$ cat src/rtl/cla_adder_datapath_pkg.sv
// Shared constants for the carry-lookahead adder datapath.
package cla_adder_datapath_pkg;

    localparam int GROUP_W = 4;

    function automatic int num_groups(input int n);
        return n / GROUP_W;
    endfunction

endpackage

$ cat src/rtl/cla_adder_datapath_group4.sv
// 4-bit lookahead group: internal carries from cin, plus group P/G for the second level.
module cla_group4 (
    input  logic [3:0] a,
    input  logic [3:0] b,
    input  logic       cin,
    output logic [3:0] s,
    output logic       p,
    output logic       g
);

    logic [3:0] pb;
    logic [3:0] gb;
    logic [3:0] c;

    assign pb = a ^ b;
    assign gb = a & b;

    // Flat two-level carries; no ripple inside the group either.
    assign c[0] = cin;
    assign c[1] = gb[0] | (pb[0] & cin);
    assign c[2] = gb[1] | (pb[1] & gb[0]) | (pb[1] & pb[0] & cin);
    assign c[3] = gb[2] | (pb[2] & gb[1]) | (pb[2] & pb[1] & gb[0])
                | (pb[2] & pb[1] & pb[0] & cin);

    assign s = pb ^ c;
    assign p = &pb;
    assign g = gb[3] | (pb[3] & gb[2]) | (pb[3] & pb[2] & gb[1])
             | (pb[3] & pb[2] & pb[1] & gb[0]);

endmodule

$ cat src/rtl/cla_adder_datapath.sv
// Operand registers, grouped CLA and registered result/status for the adder controller.
module cla_adder_datapath
    import cla_adder_datapath_pkg::*;
#(
    parameter int N = 16
) (
    input  logic         clk,
    input  logic         rst_n,
    input  logic [N-1:0] data_in,
    input  logic         load_a,
    input  logic         load_b,
    input  logic         clear_a,
    input  logic         clear_b,
    input  logic         done,
    output logic [N-1:0] sum,
    output logic         cout,
    output logic         overflow,
    output logic         a_valid,
    output logic         b_valid,
    output logic         sum_valid,
    output logic         seq_err
);

    localparam int NG = num_groups(N);

    logic [N-1:0]  a_q, a_d, b_q, b_d, sum_q, sum_d;
    logic          av_q, av_d, bv_q, bv_d;
    logic          cout_q, cout_d, ovf_q, ovf_d, sv_q, sv_d, err_q, err_d;
    logic [N-1:0]  sum_raw;
    logic [NG-1:0] gp, gg;
    logic [NG:0]   gc;
    logic          ovf_raw, any_strobe;

    // Each group carry is an independent sum of products of group P/G (cin = 0).
    function automatic logic [NG:0] lookahead(input logic [NG-1:0] g_in,
                                              input logic [NG-1:0] p_in);
        logic [NG:0] c;
        logic        t;
        c = '0;
        for (int j = 1; j <= NG; j++) begin
            for (int k = 0; k < j; k++) begin
                t = g_in[k];
                for (int m = k + 1; m < j; m++) t = t & p_in[m];
                c[j] = c[j] | t;
            end
        end
        return c;
    endfunction

    cla_group4 u_grp [NG-1:0] (
        .a   (a_q),
        .b   (b_q),
        .cin (gc[NG-1:0]),
        .s   (sum_raw),
        .p   (gp),
        .g   (gg)
    );

    assign gc      = lookahead(gg, gp);
    assign ovf_raw = (a_q[N-1] == b_q[N-1]) && (sum_raw[N-1] != a_q[N-1]);
    assign any_strobe = load_a | load_b | clear_a | clear_b;

    always_comb begin
        a_d    = a_q;
        av_d   = av_q;
        b_d    = b_q;
        bv_d   = bv_q;
        sum_d  = sum_q;
        cout_d = cout_q;
        ovf_d  = ovf_q;
        sv_d   = sv_q;
        err_d  = err_q;

        if (clear_a) begin
            a_d  = '0;
            av_d = 1'b0;
        end else if (load_a) begin
            a_d  = data_in;
            av_d = 1'b1;
        end

        if (clear_b) begin
            b_d  = '0;
            bv_d = 1'b0;
        end else if (load_b) begin
            b_d  = data_in;
            bv_d = 1'b1;
        end

        // Any operand change stales the result, even if done arrives on the same edge.
        if (any_strobe) begin
            sv_d = 1'b0;
        end else if (done && av_q && bv_q) begin
            sum_d  = sum_raw;
            cout_d = gc[NG];
            ovf_d  = ovf_raw;
            sv_d   = 1'b1;
        end

        if (clear_a && clear_b)
            err_d = 1'b0;
        else if (done && !(av_q && bv_q))
            err_d = 1'b1;
    end

    always_ff @(posedge clk or negedge rst_n) begin
        if (!rst_n) begin
            a_q    <= '0;
            b_q    <= '0;
            av_q   <= 1'b0;
            bv_q   <= 1'b0;
            sum_q  <= '0;
            cout_q <= 1'b0;
            ovf_q  <= 1'b0;
            sv_q   <= 1'b0;
            err_q  <= 1'b0;
        end else begin
            a_q    <= a_d;
            b_q    <= b_d;
            av_q   <= av_d;
            bv_q   <= bv_d;
            sum_q  <= sum_d;
            cout_q <= cout_d;
            ovf_q  <= ovf_d;
            sv_q   <= sv_d;
            err_q  <= err_d;
        end
    end

    assign sum       = sum_q;
    assign cout      = cout_q;
    assign overflow  = ovf_q;
    assign a_valid   = av_q;
    assign b_valid   = bv_q;
    assign sum_valid = sv_q;
    assign seq_err   = err_q;

endmodule

$ cat config.mk
export PLATFORM = sky130hd
export DESIGN_NAME = cla_adder_datapath
export DESIGN_NICKNAME = d
export VERILOG_FILES = /design/src/rtl/cla_adder_datapath_pkg.sv /design/src/rtl/cla_adder_datapath_group4.sv /design/src/rtl/cla_adder_datapath.sv
export SDC_FILE = /design/constraint.sdc
export NUM_CORES = 1
export LEC_CHECK = 0
export ABC_AREA = 1
export CORE_MARGIN = 2
export CORE_UTILIZATION = 29
export CTS_CLUSTER_DIAMETER = 120
export DETAILED_ROUTE_END_ITERATION = 8
export PLACE_DENSITY = 0.56
export SYNTH_ARGS = -nofsm -noshare
export SYNTH_HDL_FRONTEND = slang
export SYNTH_HIERARCHICAL = 1
export SYNTH_SLANG_ARGS = --single-unit
export TNS_END_PERCENT = 10
$ cat constraint.sdc
create_clock -name clk -period 2.7 [get_ports clk]
set_clock_uncertainty 0.1 [all_clocks]
set_input_delay 0.54 -clock clk [delete_from_list [all_inputs] [get_ports clk]]
set_output_delay 0.54 -clock clk [all_outputs]
set_load 0.05 [all_outputs]
==> results.env <==
STATUS='finished clean'
POSTLAYOUTCELLAREA_MM2=0.00360
DESIGN.DIE.AREA_MM2=0.0108
FINAL.MIN_CLOCK_PERIOD_NS=2.47
CELLLEAKAGEPOWER_nW=1.80
WORST_SETUP_PATH_STARTPOINT='b_q[1]'
AREAGROWTHSYNTHTOFINISH_PCT=24.7
POST_DP_CELL_AREA_MM2=0.00350
HTREEDEPTH=2
NUM_VIAS=2274
NUM-NETS-FINAL=451
SYN_AREA_MM2=0.00289
FINALWIRELENGTH_UM=6160
WORST-PATH-MAX-FANOUT=5
REGISTER_AREA_MM2=0.00135
ANT_NETS=0
DRT_ITER0_DRC=118
MAX-CAP-VIOLATIONS=0
MULTIINPUTGATEAREA_MM2=0.00131
SHARE_COMB_OF_TOTAL_POWER_PCT=20.8
CRITICAL_PATH.ENDPOINT='sum[13]'
STARTING_DENSITY_OF_THE_CORE_PCT=29.7
PWR-SHARE-CLK_PCT=27.6
CTS.SINKS=54
WIRE_LENGTH_OF_THE_FIRST_GLOBAL_ROUTING_PASS_UM=11100
R2R-END='sum[13]'
CLOCK.FMAX_MHz=405
SYN_AREA_PER_CELL_UM2=8.17
ENDPOINT_KIND='register'
DP.FINAL_HPWL_UM=4720
PWR_DENSITY_CELL_mW_PER_MM2=480
ROWS=36
POST_ROUTE_CELLS_DRIVE_ABOVE_1_SHARE_PCT=4.94
TOTALNEGATIVESETUPSLACK_NS=0
CTS_ROOT_BUFFER='sky130_fd_sc_hd__clkbuf_8'
START_KIND='register'
SYNTH-WARNING-COUNT=6
NUMPORTBUFFERS=44
SEQUENTIALPOWERSHARE_PCT=51.6
CRITICAL_PATH_ARRIVAL_NS=2.59
PIN_COUNT=45
WORST_SKEW_PAIR.LATE_LATENCY_NS=0.31
WORST-ENDPOINT-REQUIRED_NS=2.82
DIE_H_UM=104
REG2REG_DEPTH=12
INTERNAL_POWER_mW=1.20
CTS.HOLD.BUFFERS_ADDED=0
TOTAL_SWITCHING_POWER_uW=529
FILLERINSTANCES=1044
TRITONCTS.NUM_BUFFERS=5
GR-TOTAL-OVERFLOW=0
RR_STARTPOINT='b_q[1]'
FF2FF_SETUP_SLACK_NS=0.23
GRT_MAX_DEGREE=41
VDD_DROP_MAX_V=0.000194
ROUTE.DETAILED.DRC=0
CLOCK_PATH_BUFFERS=2
NUMBER_OF_ANTENNA_VIOLATIONS_AT_THE_FIRST_CHECK_IN_GLOBAL_ROUTING=0
TIMING.SLEW.HEADROOM_PCT=40.3
CTS-RESIZED-GATES=0
NUM_ANTENNA_CELLS=0
LAYOUT_UTILIZATION_PCT=37.0
CRITICAL_PATH_CLASS='reg -> reg'
RSZ0062_AT_GRT='no'
POST_CTS_CLOCK_SLEW_AT_THE_LAUNCH_AND_CAPTURE_REGISTERS_OF_THE_WORST_SETUP_AND_HOLD_PATHS_NS=0.10
DRT-WIRELENGTH-PER-CELL_UM=11.4
TIGHTEST_SLEW_NS=0.895
DRTPASS1ITERATIONS=4
HOLD_WS_NS=0.247
HP-CLASS='in -> async'
LAYOUT_WORST_PATH_CYCLE_SHARE_PCT=91.5
FP.COREAREA_MM2=0.00973
GLOBALROUTETOTALUTIL_PCT=12.5
DIE_X_UM=104
ROUTE.DETAILED.VIAS_PER_INST=4.23
HOLD_VIOL=0
NETLIST_INSTANCES=353
FINAL-SETUP-VIOL-COUNT=0
GP_CONGESTION=0.811
CTS_SETUP_BUFFERS=0
FRACTION_OF_POWER_SPENT_SWITCHING_NETS_PCT=30.6
PINS_OVER_THEIR_SLEW_LIMIT=0
FIRST_GLOBAL_VIAS=2332
CTS_TREE='yes'
==> power by group through the flow <==
stage | combinational [mW] | clock, mW | sequential (mW)
floorplan | 0.146 | 0 | 0.978
global placement | 0.357 | 0 | 0.906
detailed placement | 0.363 | 0 | 0.908
CTS | 0.363 | 0.493 | 0.892
global route | 0.401 | 0.522 | 0.899
finish | 0.358 | 0.477 | 0.891
==> stage by stage <==
stage	power, mW	std cells	worst slack (ns)
after global routing	1.82	538	0.0469
after CTS	1.75	538	0.206
after global placement	1.26	530	0.276
after detailed placement	1.27	530	0.218
final	1.73	538	0.231
after floorplan	1.12	355	0.458
==> routing by layer <==
metal  up-vias  GRT usage, %  wire (µm)
li1       1186             -          -
met1      1054          16.1       2890
met2        28          21.1       2940
met3         6          2.77        243
met4         0          3.76         84
met5         -             0          0
==> sequential cells by signal, summed over array words and instances, names as in the netlist <==
register   cells
cout           1
seq_err        1
overflow       1
sum_valid      1
a_q           16
sum           16
b_valid        1
b_q           16
a_valid        1
==> critical path, cell delays in order (launching register included) <==
cell and delay, ns:
sky130_fd_sc_hd__dfrtp_1 0.40, sky130_fd_sc_hd__ha_1 0.38, sky130_fd_sc_hd__inv_1 0.06, sky130_fd_sc_hd__nor2_1 0.10
sky130_fd_sc_hd__nor2_1 0.07, sky130_fd_sc_hd__o21bai_1 0.31, sky130_fd_sc_hd__nand3_1 0.12, sky130_fd_sc_hd__nand3_1 0.15
sky130_fd_sc_hd__inv_1 0.07, sky130_fd_sc_hd__fa_1 0.38, sky130_fd_sc_hd__xnor2_1 0.13, sky130_fd_sc_hd__nand2_1 0.06
sky130_fd_sc_hd__nand2_1 0.04
==> worst min-delay path by stage <==
stage                     depth (start not counted)  slack, ns      end
final                                             1       0.25  b_valid
after global routing                              1       0.33  b_valid
after CTS                                         1       0.28  b_valid
after detailed placement                          2       0.36   sum[1]
after global placement                            2       0.36   sum[2]
after floorplan                                   0       0.14   a_q[0]
==> area by class of cell <==
cell class	instances	area share, %
clock buffer	6	2.30
clock inverter	2	0.348
inverter	54	5.63
multi-input combinational	240	36.4
sequential	54	37.6
tap	133	4.63
timing repair buffer	49	13.1
==> placed cells by master (no fill, tap or decap), drive strengths merged <==
| cell type | instances |
|---|---|
| nor3 | 1 |
| fa | 4 |
| dfrtp | 54 |
| a21o | 1 |
| nand3 | 16 |
| o21bai | 4 |
| buf | 6 |
| or2 | 2 |
| clkinvlp | 1 |
| clkbuf | 6 |
| inv | 54 |
| a21oi | 4 |
| nand4 | 4 |
| o21ai | 34 |
| clkdlybuf4s50 | 43 |
| nand2 | 120 |
| conb | 3 |
| xor2 | 4 |
| xnor2 | 4 |
| ha | 20 |
| nor2 | 19 |
| clkinv | 1 |
Note: power is estimated with default switching activity, not from simulation.
